$ cat src/rtl/rr_mux_nbit.sv
// rr_mux_nbit: N-bit, CH-channel multiplexer with a registered output stage.
// MODE 0 routes the channel named by s. MODE 1 picks a channel by round-robin.
// Each input and the output use a valid/ready handshake. The output register
// holds one beat. It reloads in the same cycle it drains, so it can accept one
// transfer per cycle. While it is stalled, every x_ready bit stays low.
module rr_mux_nbit #(
  parameter  int N    = 4,
  parameter  int CH   = 4,
  parameter  int MODE = 1,
  localparam int SW   = $clog2(CH)
) (
  input  logic            clk,
  input  logic            rst_n,
  input  logic [N*CH-1:0] x,
  input  logic [CH-1:0]   x_valid,
  output logic [CH-1:0]   x_ready,
  input  logic [SW-1:0]   s,
  output logic [N-1:0]    z,
  output logic            z_valid,
  input  logic            z_ready,
  output logic [SW-1:0]   z_ch
);

  // Output stage and arbitration pointer.
  logic [N-1:0]  r_z;
  logic          r_z_valid;
  logic [SW-1:0] r_z_ch;
  logic [SW-1:0] r_ptr;

  // The grant decision and the data it selects.
  logic [SW-1:0] w_grant;
  logic          w_grant_valid;
  logic [N-1:0]  w_grant_data;
  logic          w_load;
  logic          w_xfer;
  logic [SW-1:0] w_ptr_next;

  // The output register can take a beat when it is empty or draining this cycle.
  // A low rst_n blocks every transfer, so no upstream beat is lost to reset.
  assign w_load = (~r_z_valid | z_ready) & rst_n;
  assign w_xfer = w_load & w_grant_valid;

  // Grant selection: fixed by s in MODE 0, rotating priority from r_ptr in MODE 1.
  // NOTE: every combinational output gets a default first, so no path through
  // the block leaves a signal unassigned and no latch is inferred.
  always_comb begin
    w_grant       = '0;
    w_grant_valid = 1'b0;
    if (MODE == 0) begin
      // Match s against each real channel. An s value of CH or more matches
      // nothing, so it never grants.
      w_grant = s;
      for (int c = 0; c < CH; c++) begin
        if (s == SW'(c)) w_grant_valid = x_valid[c];
      end
    end else begin
      // Walk the offsets from farthest to nearest, so the nearest requester to
      // r_ptr is the last one written. The wrap uses subtraction, which also
      // works when CH is not a power of two.
      for (int k = CH - 1; k >= 0; k--) begin
        int idx;
        idx = int'(r_ptr) + k;
        if (idx >= CH) idx = idx - CH;
        if (x_valid[idx[SW-1:0]]) begin
          w_grant       = idx[SW-1:0];
          w_grant_valid = 1'b1;
        end
      end
    end
  end

  // Pick the data of the granted channel. The part-select bases are constants.
  always_comb begin
    w_grant_data = '0;
    for (int c = 0; c < CH; c++) begin
      if (w_grant == SW'(c)) w_grant_data = x[c*N +: N];
    end
  end

  // One-hot accept for the granted channel, only on a real transfer.
  always_comb begin
    x_ready = '0;
    for (int c = 0; c < CH; c++) begin
      x_ready[c] = w_xfer & (w_grant == SW'(c));
    end
  end

  // Next pointer: the channel after the winner, wrapping at CH-1.
  always_comb begin
    w_ptr_next = r_ptr;
    if (w_xfer) begin
      if (w_grant == SW'(CH - 1)) w_ptr_next = '0;
      else                        w_ptr_next = w_grant + SW'(1);
    end
  end

  // Output register: load on transfer, empty when drained without a new beat.
  // NOTE: registered state uses non-blocking assignments, so every flop here
  // samples the values from before the edge, whatever the statement order.
  always_ff @(posedge clk) begin
    if (!rst_n) begin
      r_z       <= '0;
      r_z_valid <= 1'b0;
      r_z_ch    <= '0;
    end else if (w_xfer) begin
      r_z       <= w_grant_data;
      r_z_valid <= 1'b1;
      r_z_ch    <= w_grant;
    end else if (z_ready) begin
      r_z_valid <= 1'b0;
    end
  end

  // Round-robin pointer. It moves only on a transfer and stays 0 in MODE 0.
  always_ff @(posedge clk) begin
    if (!rst_n) begin
      r_ptr <= '0;
    end else if (MODE != 0) begin
      r_ptr <= w_ptr_next;
    end
  end

  assign z       = r_z;
  assign z_valid = r_z_valid;
  assign z_ch    = r_z_ch;

endmodule

$ cat config.mk
export PLATFORM = sky130hd
export DESIGN_NAME = rr_mux_nbit
export DESIGN_NICKNAME = d
export VERILOG_FILES = /design/src/rtl/rr_mux_nbit.sv
export SDC_FILE = /design/constraint.sdc
export NUM_CORES = 1
export LEC_CHECK = 0
export CAP_MARGIN = 20
export CORE_MARGIN = 5
export CORE_UTILIZATION = 38
export CTS_BUF_LIST = sky130_fd_sc_hd__clkbuf_8
export DETAILED_ROUTE_END_ITERATION = 12
export PLACE_DENSITY = 0.93
export SLEW_MARGIN = 20
export SYNTH_ARGS = -nofsm -noshare
export SYNTH_HDL_FRONTEND = slang
export SYNTH_SLANG_ARGS = --single-unit
$ cat constraint.sdc
create_clock -name clk -period 3.2 [get_ports clk]
set_clock_uncertainty 0.05 [all_clocks]
set_input_delay 0.96 -clock clk [delete_from_list [all_inputs] [get_ports clk]]
set_output_delay 0.96 -clock clk [all_outputs]
set_load 0.01 [all_outputs]
==> flow_metrics.tcl <==
set metrics [dict create \
    max-cap-violations 0 \
    rsz0062_at_grt "true" \
    worstHoldPathType "flip-flop to flip-flop" \
    cpMostUsedCell "buf_6" \
    nNetsFinal 158 \
    drt_pre_antenna_iters 4 \
    ys_ff_latch 9 \
    required_ns 2.19 \
    synth-compound-area-share 0.2827 \
    drive_gt1_frac 0.3516 \
    ff2ff_path_depth 12 \
    grt.overflow.total 0 \
    r2r_slack_ns 0.87 \
    timing.rr.end "z[2]" \
    finalHoldViolations 0 \
    syn_area_um2 601.8 \
    grt_max_degree 10 \
    grt_pass1_vias 715 \
    final_area_mm2 0.001226 \
    clock_latency_ns 0.23 \
    dr.first_iter.drc_count 19 \
    synth_mux_area_frac 0.04990 \
    fin_cells 144 \
    cp_num_cells 10 \
    die_width_um 49.80 \
    power_density_mw_per_mm2 448.5 \
    htree_levels 1 \
    cts_buffer_depth 2 \
    cpPeakStageDelay_ns 0.18 \
    end_kind "primary output" \
    synth_fa_ha_area_frac 0.08316 \
    ioPinCount 36 \
    netlist_instances 76 \
    critical_path_class "input pin to primary output" \
    root_buffer "clkbuf_8" \
    synthSimpleGateAreaFrac 0.1850 \
    crit_fanout 3 \
    clock_sinks 9 \
    coreArea_mm2 0.001506 \
    cp_cell_sequence "buf_8 -> buf_6 -> mux2i_1 -> nor2_1 -> nor3_1 -> buf_4 -> buf_6 -> ha_4 -> and2_4 -> buf_6" \
    vias 778 \
    setup_viol 0 \
    critical_path_buf_inv_count 5 \
    antenna_found_initial 0 \
    place_congestion 0.7401 \
    layout_min_cycle_time_ns 3.167 \
    critPathLaunchType "input pin" \
    synth_top_family_by_area "compound AO/OA/AOI/OAI gates" \
    crit_arrival_ns 2.16 \
    slew_violations 0 \
    io_buffers 33 \
    final_cell_mix "25 x clkdlybuf4s50_1, 15 x buf_4" \
    synth_cell_types 25 \
    max_freq_mhz 315.8 \
    dpl.hpwl_um 1436 \
    synth-xor-area-share 0 \
    endpoint "x_ready[3]" \
    die_h_um 49.80 \
    ant_nets 0 \
    initial_utilization 0.3995 \
    grt_pass1_wl_um 3118 \
    syn-num-nets 105 \
    grt_util_all_layers 0.1573 \
    viasPerCell 5.403 \
    period_share 0.9896 \
    num_antenna_cells 0 \
    fill_cells 101 \
    synth-seq-area-share 0.2994 \
    dp_cells 135 \
    drc 0 \
    clk_pin_slew_ns 0.05 \
    die_area_mm2 0.002480 \
    cts_made_buffers 3 \
    wl_per_cell_um 14.93 \
    num_rows 14 \
    tns_ns 0 \
    relSlewSlack 0.8255 \
    dpl-instance-area_mm2 0.001031 \
    areaGrowthSynthToFinish_pct 103.7 \
    timing.rr.start "r_ptr[1]" \
    crit_start "x_valid[0]" \
    layout_commonest_cell "clkdlybuf4s50_1" \
    outcome "completed" \
    syn_avg_cell_area_um2 7.919 \
    cpLargestDelayFamily "buffers and inverters" \
    cts_tree "built" \
    irDropWorstVdd_v 0.0002411 \
    cp_slowest_cell "nor3_1" \
    leakagePower_uw 0.0005297 \
    ys.warnings.count 0 \
    drt-total-wl_um 2150 \
    worst_pin_slew_ns 0.2614 \
]
routing by layer:
metal | wire [um] | global-route usage
met5 | 0 | 0
met4 | 27 | 0.05677
met3 | 143 | 0.05422
met2 | 1147 | 0.2775
met1 | 831 | 0.1703
synth_stat cells (all sizes together):
| cell type | count | area (um^2) |
|---|---|---|
| o21ai | 3 | 15.01 |
| a21boi | 1 | 7.510 |
| dfxtp | 9 | 180.2 |
| nor4 | 1 | 12.51 |
| buf | 3 | 26.27 |
| a221oi | 3 | 26.28 |
| nor2 | 2 | 7.510 |
| a31oi | 3 | 18.77 |
| o21a | 1 | 7.510 |
| nand2b | 2 | 12.51 |
| a211o | 3 | 26.28 |
| ha | 4 | 50.05 |
| mux2i | 3 | 30.03 |
| clkbuf | 2 | 7.510 |
| nor2b | 1 | 6.260 |
| a21oi | 11 | 55.05 |
| and3b | 1 | 8.760 |
| o22ai | 1 | 6.260 |
| a22oi | 1 | 7.510 |
| nand2 | 9 | 33.78 |
| and2 | 4 | 25.02 |
| nor3 | 1 | 5.000 |
| inv | 7 | 26.28 |
worst min-delay path: stages (launching register included):
cell and delay, ns:
dfxtp_1 0.30, nand2_1 0.06, mux2i_1 0.06
what timing repair did:
item	CTS	global route
setup endpoints to repair	4	4
hold buffers	0	0
setup buffers	2	3
pin swaps	3	7
gates resized for setup	38	24
sequential cells by signal (all words and copies together) (netlist names):
name     cells
z_ch         2
z_valid      1
z            4
r_ptr        2
metrics by stage:
stage,utilization,worst slack (ns),total power (uW),hold slack [ns]
after floorplan,-,0.07189,247.3,0.4290
after global placement,0.6844,-0.7434,352.0,0.3969
after detailed placement,0.6844,-0.7533,359.2,0.4069
after CTS,0.7359,-0.02126,501.7,0.4129
after global routing,0.8140,-0.03164,584.3,0.4839
final,0.8140,0.03313,549.9,0.4324
power breakdown:
part           switching [uW]  internal [uW]  total, uW
Sequential               14.9            131        146
Combinational             115            160        274
Clock                    46.2           83.7        130
kinds of logic (layout without fill, tap and decap cells):
family,after synthesis,in the layout
AND/OR/NAND/NOR,21,21
AO/OA/AOI/OAI,27,27
adder cells (fa/ha/maj),4,4
flip-flops,9,9
multiplexers,3,3
buffers and inverters,12,64
worst min-delay path by stage:
stage          startpoint      end  cells after the start
2_1_floorplan     z_ch[0]  z_ch[0]                      2
3_3_place_gp      z_ch[1]  z_ch[1]                      2
3_5_place_dp      z_ch[0]  z_ch[0]                      2
4_1_cts           z_ch[0]  z_ch[0]                      2
5_1_grt           z_valid  z_valid                      2
6_report          z_ch[0]  z_ch[0]                      2
cell type report:
cell class                      instances  area, um^2  share of cell area
Timing Repair Buffer                   53       499.2              0.4071
Inverter                                7       28.78             0.02347
Multi-Input combinational cell         55       452.9              0.3694
Clock buffer                            3       41.29             0.03367
Sequential cell                         9       180.2              0.1469
Tap cell                               16       20.02             0.01633
Clock inverter                          1       3.754            0.003061
Power figures use the tool's default switching activity.
